## src/rtl/mii_pkg.sv

```systemverilog
// Shared state encoding and CRC-32 constants for the MII transmit path.
// No logic; imported by the framer and the CRC step.
package mii_pkg;

  typedef enum logic [2:0] {IDLE, PRE, DATA, PAD, FCS, IFG, ABORT} state_t;

  localparam logic [3:0]  MII_PREAMBLE_NIB = 4'h5;
  localparam logic [3:0]  MII_SFD_NIB      = 4'hD;
  localparam logic [31:0] CRC32_POLY_R     = 32'hEDB88320;
  localparam logic [31:0] CRC32_INIT       = 32'hFFFFFFFF;

  function automatic logic [15:0] sat_inc16(input logic [15:0] v);
    return (v == 16'hFFFF) ? v : v + 16'd1;
  endfunction

endpackage

```

## src/rtl/eth_crc32_nib.sv

```systemverilog
// One reflected CRC-32 step over a nibble, LSB first; shared with the receive checker.
// Zero latency, purely combinational, no flow control.
module eth_crc32_nib
  import mii_pkg::*;
(
  input  logic [31:0] crc,
  input  logic [3:0]  nib,
  output logic [31:0] next_crc
);

  always_comb begin
    next_crc = crc ^ {28'd0, nib};
    for (int i = 0; i < 4; i++) begin
      next_crc = next_crc[0] ? ((next_crc >> 1) ^ CRC32_POLY_R) : (next_crc >> 1);
    end
  end

endmodule

```

## src/rtl/mii_tx_framer.sv

```systemverilog
// MII transmit framer: preamble/SFD, byte-to-nibble, zero pad, CRC-32 FCS, inter-frame gap.
// Outputs registered (one cycle after state); o_ready only on SFD/high-nibble cycles and in ABORT.
module mii_tx_framer
  import mii_pkg::*;
#(
  parameter int PREAMBLE_NIBBLES = 15,
  parameter int MIN_FRAME_BYTES  = 60,
  parameter int PAD_EN           = 1,
  parameter int FCS_EN           = 1,
  parameter int IFG_NIBBLES      = 24,
  parameter int CNT_W            = 32
) (
  input  logic             i_clk,
  input  logic             i_nreset,
  input  logic [7:0]       i_data,
  input  logic             i_valid,
  input  logic             i_last,
  output logic             o_ready,
  output logic             o_tx_en,
  output logic             o_tx_er,
  output logic [3:0]       o_tx_data,
  output logic             o_busy,
  output logic [CNT_W-1:0] o_frame_count,
  output logic [CNT_W-1:0] o_underrun_count
);

  localparam logic [7:0]       PRE_N    = 8'(PREAMBLE_NIBBLES);
  localparam logic [7:0]       IFG_LAST = 8'(IFG_NIBBLES - 1);
  localparam logic [15:0]      MIN_B    = 16'(MIN_FRAME_BYTES);
  localparam logic [CNT_W-1:0] CNT_ONE  = 1;

  state_t      state;
  logic [7:0]  nib_cnt;
  logic [15:0] byte_cnt;
  logic [31:0] crc;
  logic [31:0] crc_nxt;
  logic [7:0]  dat_q;
  logic        last_q;
  logic        hi;
  logic        err_pend;
  logic [3:0]  crc_nib;
  logic [3:0]  fcs_nib;

  // A frame's final byte never asserts ready on its high nibble, so a held
  // i_valid cannot leak the next frame's first byte into this one.
  assign o_ready = ((state == PRE) && (nib_cnt == PRE_N))
                || ((state == DATA) && hi && !last_q)
                || (state == ABORT);
  assign o_busy  = (state != IDLE);
  assign crc_nib = (state == DATA) ? (hi ? dat_q[7:4] : dat_q[3:0]) : 4'h0;
  assign fcs_nib = 4'(~crc >> {nib_cnt[2:0], 2'b00});

  eth_crc32_nib u_crc (
    .crc      (crc),
    .nib      (crc_nib),
    .next_crc (crc_nxt)
  );

  always_ff @(posedge i_clk or negedge i_nreset) begin
    if (!i_nreset) begin
      state            <= IDLE;
      nib_cnt          <= '0;
      byte_cnt         <= '0;
      crc              <= '0;
      dat_q            <= '0;
      last_q           <= 1'b0;
      hi               <= 1'b0;
      err_pend         <= 1'b0;
      o_tx_en          <= 1'b0;
      o_tx_er          <= 1'b0;
      o_tx_data        <= '0;
      o_frame_count    <= '0;
      o_underrun_count <= '0;
    end else begin
      o_tx_en   <= 1'b0;
      o_tx_er   <= 1'b0;
      o_tx_data <= '0;
      case (state)
        IDLE: if (i_valid) begin
          state     <= PRE;
          o_tx_en   <= 1'b1;
          o_tx_data <= MII_PREAMBLE_NIB;
          nib_cnt   <= 8'd1;
          crc       <= CRC32_INIT;
          byte_cnt  <= '0;
          hi        <= 1'b0;
          err_pend  <= 1'b0;
        end
        PRE: begin
          o_tx_en <= 1'b1;
          if (nib_cnt == PRE_N) begin
            o_tx_data <= MII_SFD_NIB;
            state     <= DATA;
            hi        <= 1'b0;
            if (i_valid) begin
              dat_q    <= i_data;
              last_q   <= i_last;
              byte_cnt <= 16'd1;
            end else begin
              err_pend <= 1'b1;
            end
          end else begin
            o_tx_data <= MII_PREAMBLE_NIB;
            nib_cnt   <= nib_cnt + 8'd1;
          end
        end
        DATA: begin
          o_tx_en <= 1'b1;
          if (err_pend) begin
            o_tx_er          <= 1'b1;
            err_pend         <= 1'b0;
            o_underrun_count <= o_underrun_count + CNT_ONE;
            state            <= ABORT;
          end else if (!hi) begin
            o_tx_data <= dat_q[3:0];
            crc       <= crc_nxt;
            hi        <= 1'b1;
          end else begin
            o_tx_data <= dat_q[7:4];
            crc       <= crc_nxt;
            hi        <= 1'b0;
            nib_cnt   <= '0;
            if (last_q) begin
              if ((PAD_EN != 0) && (byte_cnt < MIN_B)) begin
                state <= PAD;
              end else if (FCS_EN != 0) begin
                state <= FCS;
              end else begin
                state         <= IFG;
                o_frame_count <= o_frame_count + CNT_ONE;
              end
            end else if (i_valid) begin
              dat_q    <= i_data;
              last_q   <= i_last;
              byte_cnt <= sat_inc16(byte_cnt);
            end else begin
              err_pend <= 1'b1;
            end
          end
        end
        PAD: begin
          o_tx_en <= 1'b1;
          crc     <= crc_nxt;
          hi      <= !hi;
          if (hi) begin
            byte_cnt <= sat_inc16(byte_cnt);
            if (byte_cnt >= MIN_B - 16'd1) begin
              nib_cnt <= '0;
              if (FCS_EN != 0) begin
                state <= FCS;
              end else begin
                state         <= IFG;
                o_frame_count <= o_frame_count + CNT_ONE;
              end
            end
          end
        end
        FCS: begin
          o_tx_en   <= 1'b1;
          o_tx_data <= fcs_nib;
          if (nib_cnt == 8'd7) begin
            state         <= IFG;
            nib_cnt       <= '0;
            o_frame_count <= o_frame_count + CNT_ONE;
          end else begin
            nib_cnt <= nib_cnt + 8'd1;
          end
        end
        IFG: begin
          if (nib_cnt == IFG_LAST) state <= IDLE;
          else                     nib_cnt <= nib_cnt + 8'd1;
        end
        ABORT: if (i_valid && i_last) begin
          state   <= IFG;
          nib_cnt <= '0;
        end
        default: state <= IDLE;
      endcase
    end
  end

endmodule

```

## config.mk

```make
export PLATFORM = sky130hd
export DESIGN_NAME = mii_tx_framer
export DESIGN_NICKNAME = d
export VERILOG_FILES = /design/src/rtl/mii_pkg.sv /design/src/rtl/eth_crc32_nib.sv /design/src/rtl/mii_tx_framer.sv
export SDC_FILE = /design/constraint.sdc
export NUM_CORES = 1
export LEC_CHECK = 0
export CAP_MARGIN = 20
export CORE_UTILIZATION = 51
export DETAILED_ROUTE_END_ITERATION = 10
export HOLD_SLACK_MARGIN = 0.1
export PLACE_DENSITY = 0.77
export SKIP_CTS_REPAIR_TIMING = 1
export SLEW_MARGIN = 0
export SYNTH_ARGS = -nofsm -noshare
export SYNTH_HDL_FRONTEND = slang
export SYNTH_SLANG_ARGS = --single-unit
```

## constraint.sdc

```tcl
create_clock -name i_clk -period 2.5 [get_ports i_clk]
set_input_delay 0.25 -clock i_clk [delete_from_list [all_inputs] [get_ports i_clk]]
set_output_delay 0.25 -clock i_clk [all_outputs]
set_load 0.005 [all_outputs]
```

-- Yosys cells after proc, flatten, opt, wreduce, memory -nomap -nowiden
Index checks and enable logic that the tools add are counted.
- input bits: 12
- word-level logic and storage cells: 153
- output and inout port bits: 72
- register bits after elaboration: 140
- reductions and logical operators: 26
- magnitude comparators: 2
- mux-type cells: 74
- shifts and indexed selects: 1
- add/sub/neg operators: 4
- equality and inequality tests: 27
- bitwise operators: 6
- operators by type and width (cell ; number):
    two-way mux 32 bit ; 6
    two-way mux 16 bit ; 9
    two-way mux 8 bit ; 14
    case mux 32 bit (3 select lines) ; 1
    adder 32 x 1 -> 32 bit (second input constant) ; 2
    case mux 16 bit (4 select lines) ; 1
    NOT 13 -> 14 bit ; 4
    case mux 8 bit (7 select lines) ; 1
    two-way mux 3 bit ; 12
    NOT 32 bit ; 1
    >> shifter 32 x 5 -> 4 bit ; 1
    bitwise XOR 32 x 4 -> 32 bit ; 1
    AND reduction 9 bit ; 3
    inequality test 2 bit (second input constant) ; 13
    case mux 3 bit (7 select lines) ; 1
    two-way mux 1 bit ; 19
    adder 16 x 1 -> 16 bit (second input constant) ; 1
    equality test 16 bit (second input constant) ; 1
    greater-or-equal comparator 16 x 6 -> 1 bit (second input constant) ; 1
    < comparator 16 x 6 -> 1 bit (second input constant) ; 1
    two-way mux 4 bit ; 4
    case mux 4 bit (4 select lines) ; 1
    case mux 8 bit (2 select lines) ; 1
    AND reduction 5 bit ; 2
    24 further kinds ; 39

-- Depth between registers and ports, before layout
- word-level depth: 13
- mapped depth: 9
- mapped depth without buffers: 7

-- By module
A second synthesis with hierarchy kept.
- cell total of the unflattened synthesis: 741
- area total of the unflattened synthesis: 7822.5 um^2
- by module, submodules not included (module ; cells each ; instances ; seq. area each (um^2) ; area an instance (um^2)):
    mii_tx_framer ; 691 ; 1 ; 3503.4 ; 6995.5
    eth_crc32_nib ; 50 ; 1 ; 0.0 ; 827.0

-- Worst setup path after synthesis
No wires, ideal clock.
- path kind: reg-to-reg
- start: register state[2]
- end: register nib_cnt[0]
- library setup time: 0.136 ns
- clock period less this slack: 2.347 ns
- path buffers: 1
- cell stages (with the launch flop): 8
- path slack: 0.153 ns
- arrival time: 2.212 ns
- required time: 2.364 ns
- path through: dfrtp_1 buf_4 or3b_2 or3_2 o31a_1 nand3_1 mux2_2 a2bb2oi_1
- cells in the longest elaborated chain, start to end: 3
- elaborated cells between the ends (all ways): 18
- those cells by class: eq/ne (14); mux (1); reduce/logical (3)
- ends and longest elaborated chain (element ; RTL line ; text):
    from (decl) ; mii_tx_framer.sv:32 ; state_t state;
    from (signal assigned) ; mii_tx_framer.sv:61 ; state <= IDLE;
    from (signal assigned) ; mii_tx_framer.sv:80 ; state <= PRE;
    from (signal assigned) ; mii_tx_framer.sv:93 ; state <= DATA;
    equality test 3 x 1 -> 1 bit, or another cell as far along ; mii_tx_framer.sv:78 ; case (state)
    nonzero test 7 bit (no source line), or another cell as far along ; - ;
    AND reduction 9 bit (no source line) ; - ;
    to (signal assigned) ; mii_tx_framer.sv:104 ; nib_cnt <= nib_cnt + 8'd1;
    to (signal assigned) ; mii_tx_framer.sv:166 ; nib_cnt <= nib_cnt + 8'd1;
    to (signal assigned) ; mii_tx_framer.sv:171 ; else nib_cnt <= nib_cnt + 8'd1;
    to (decl) ; mii_tx_framer.sv:33 ; logic [7:0] nib_cnt;
Several ways; a longest one is shown, not always the timed one.
A chain may end at the register's enable or synchronous reset.

-- Worst setup path in the final report
- start: register nib_cnt[5]
- end: register o_frame_count[25]
- cells in the longest elaborated chain, start to end: 2
- ends and longest elaborated chain (element ; RTL line ; text):
    equality test 8 x 3 -> 1 bit ; mii_tx_framer.sv:161 ; if (nib_cnt == 8'd7) begin
    AND reduction 2 bit (no source line) ; - ;
    to (signal assigned) ; mii_tx_framer.sv:130 ; o_frame_count <= o_frame_count + CNT_ONE;
    to (signal assigned) ; mii_tx_framer.sv:153 ; o_frame_count <= o_frame_count + CNT_ONE;
    to (signal assigned) ; mii_tx_framer.sv:164 ; o_frame_count <= o_frame_count + CNT_ONE;
    to (decl) ; mii_tx_framer.sv:23 ; output logic [CNT_W-1:0] o_frame_count,
Every way passes these cells.

==> run metrics <==
kind of critical path=flop to flop; most common cell in the synthesized netlist=dfrtp_1; maximum VDD drop=0.000621 V; vias in the first global route=5593; Worst R2R Setup Slack=between 100 and 150 ps; period utilisation layout=around 95%; worst-path maximum fanout=6; worst hold margin=slightly above 400 ps; Req. time, crit path=2830 ps; Critical Path AT=2710 ps; Critical Path Source=nib_cnt[5]$_DFFE_PN0P_; clk_lat worst skew=420 ps; share of the synthesized area in the top cell type=49.4%; largest net degree at the start of global routing=75; 1st-pass router iterations=5; vias=around 5600; CP cell instances=or4_4 > buf_4 > nor4_4 > nand3_2 > or3_4 > nor2_2 > xor2_1; area occupied by multi-input gates=3470 um2; number of synthesized flops with an enable pin=0; Initial Utilization=a little over half; share of layout cells above drive strength 1=14.6%; ant diodes=0; post-DR wirelength/cell=around 17 um; Mapped Cells=676; post-DP HPWL=between 10000 and 15000 um; placed instance count=941; row cnt=42; number of H-tree levels=4; Mapped Area=7090 um2; antenna-violating nets left=0; PortBufs=83; RSZ-0062 raised after global routing=false; Reg area=3500 um2; Residual DRC=0; P_leak=3.82 nW; max cap viols=0; max_slew headroom=54.1%; Sink Count=140; post-route clock skew=7.42 ps; design area=8940 um2; CP Capture Point=o_frame_count[25]$_DFFE_PN0P_; outcome=completed; Levels on crit path=7; Design Power=9.99 mW; initial antenna violation count=0; CTS tree=built; Buf/Inv on CP=1; die area=14400 um2; core area=13400 um2; clock root cell=clkbuf_16; Reg2Reg Depth=7; Non-Filler Instances=about 980; Area contributors post-synth=dfrtp_1, xnor2_1, xor2_1; Slew @ Worst Pin=688 ps; Ys Warns=0; Slowest-stage cell, CP=or4_4; CP Launch Type=flop; ys async rst share=between 90% and 100%; Max Slew Vio Count=0; Remaining Overflow, GRT=0; CP delay by family, top=simple AND/OR/NAND/NOR gates; Syn Nets=692; first-pass GRT wire length=27800 um; fin worst setup slack=between 100 and 150 ps; final hold vios=0; RR Startpoint=nib_cnt[5]$_DFFE_PN0P_; CP max stage delay=around 600 ps; Placer Congestion=roughly 0.86; crit path time final=2380 ps; First DRT Iteration DRCs=364; fin nets=about 810; fill count=994; placed cell area=a little over 8000 um2; Post-synth top flop=dfrtp_1; worst hold path type=input pin to asynchronous set/reset pin; Longest Clk Path Bufs=2; post-synth cell types=60; Post-Route WL=16600 um; Die H=roughly 120 um; Setup crit end kind=flop; fin util=66.7%; chip width=120 um; fmax=between 400 and 500 MHz; flops & latches, synth=140; total CTS buffers=17; leading area contributor after synthesis=dfrtp_1; Mean Syn Cell Area=10.5 um2; pre-CTS WS=149 ps; Layout area overhead=26.1%; I/O pin cnt=84; Avg Vias per Cell=roughly 5.7; Power Density=1120 nW/um2; Setup violations, final=0; GRT Overall Usage=around a quarter; synth cell count leaders=dfrtp_1, nand2_1, nor2_1, xnor2_1, xor2_1; Seq/Total Area, Yosys=49.4%; Final TNS setup=0 ps; Worst R2R End=o_frame_count[25]$_DFFE_PN0P_; CTS clk-pin slew, worst paths=about 60 ps
[metal layers]
metal / GRT usage (%) / part of all wire (%)
met5: 0 / 0
met4: 11.9 / 2.9
met3: 3.99 / 4.8
met2: 40.4 / 50
met1: 31.9 / 42
[worst reg2reg max path, cell delays in order, from the launching register on]
cell and delay, ps:
dfrtp_1 420, or4_4 600, buf_4 170, nor4_4 310, nand3_2 110, or3_4 390, nor2_2 120, xor2_1 170
[sequential cells by signal, indices dropped and copies added, names as in the netlist, 3 cells and up]
| register | cells |
|---|---|
| byte_cnt | 16 |
| crc | 32 |
| dat_q | 8 |
| nib_cnt | 8 |
| o_frame_count | 32 |
| o_tx_data | 4 |
| o_underrun_count | 32 |
| state | 3 |
[worst min-delay path by stage]
stage                         start                          endpoint  slack, ps
after CTS                  i_nreset  o_underrun_count[22]$_DFFE_PN0P_       -140
after detailed placement   i_nreset  o_underrun_count[14]$_DFFE_PN0P_        310
after global routing      i_data[3]              dat_q[3]$_DFFE_PN0P_        440
after floorplan            i_nreset           byte_cnt[0]$_DFFE_PN0P_        -50
final                      i_nreset  o_underrun_count[22]$_DFFE_PN0P_        410
after global placement     i_nreset  o_underrun_count[14]$_DFFE_PN0P_        300
[cells by family after synthesis]
family                     share of synthesized area [%]
AOI/OAI and AO/OA                                   9.02
xor gates and xnor gates                            14.6
muxes                                               5.63
DFF                                                 49.4
buffers and inverters                               2.03
and+or+nand+nor                                     18.6
adders and majority gates                          0.706
[area by class of cell]
cell class	instances	share of cell area, %
Sequential cell	140	39.2
Multi-Input combinational cell	505	38.9
Timing Repair Buffer	122	12.8
Clock buffer	20	4.89
Tap cell	176	2.46
Clock inverter	9	1.65
Inverter	3	0.126
[report_power, final]
part | leakage, nW | switching, mW | internal, mW
clock | 0.285 | 0.910 | 1.64
combinational | 1.74 | 2.22 | 2.05
sequential | 1.80 | 0.441 | 2.74
total | 3.82 | 3.57 | 6.43
[layout by cell type, fill, tap and decap left out, types with 7 or more instances in the layout]
cell and count:
dfrtp_1 139, clkdlybuf4s50_1 81, nand2_1 67, nor2_1 65, xnor2_1 59, xor2_1 41
buf_4 37, a21oi_1 31, nand3_1 30, o21ai_0 27, nand4_1 20, and3_1 19
clkbuf_16 17, mux2_2 15, o31ai_1 10, mux4_2 8, nor3_1 7, and2_1 7
o22a_1 7
Note: power is estimated with default switching activity, not from simulation.
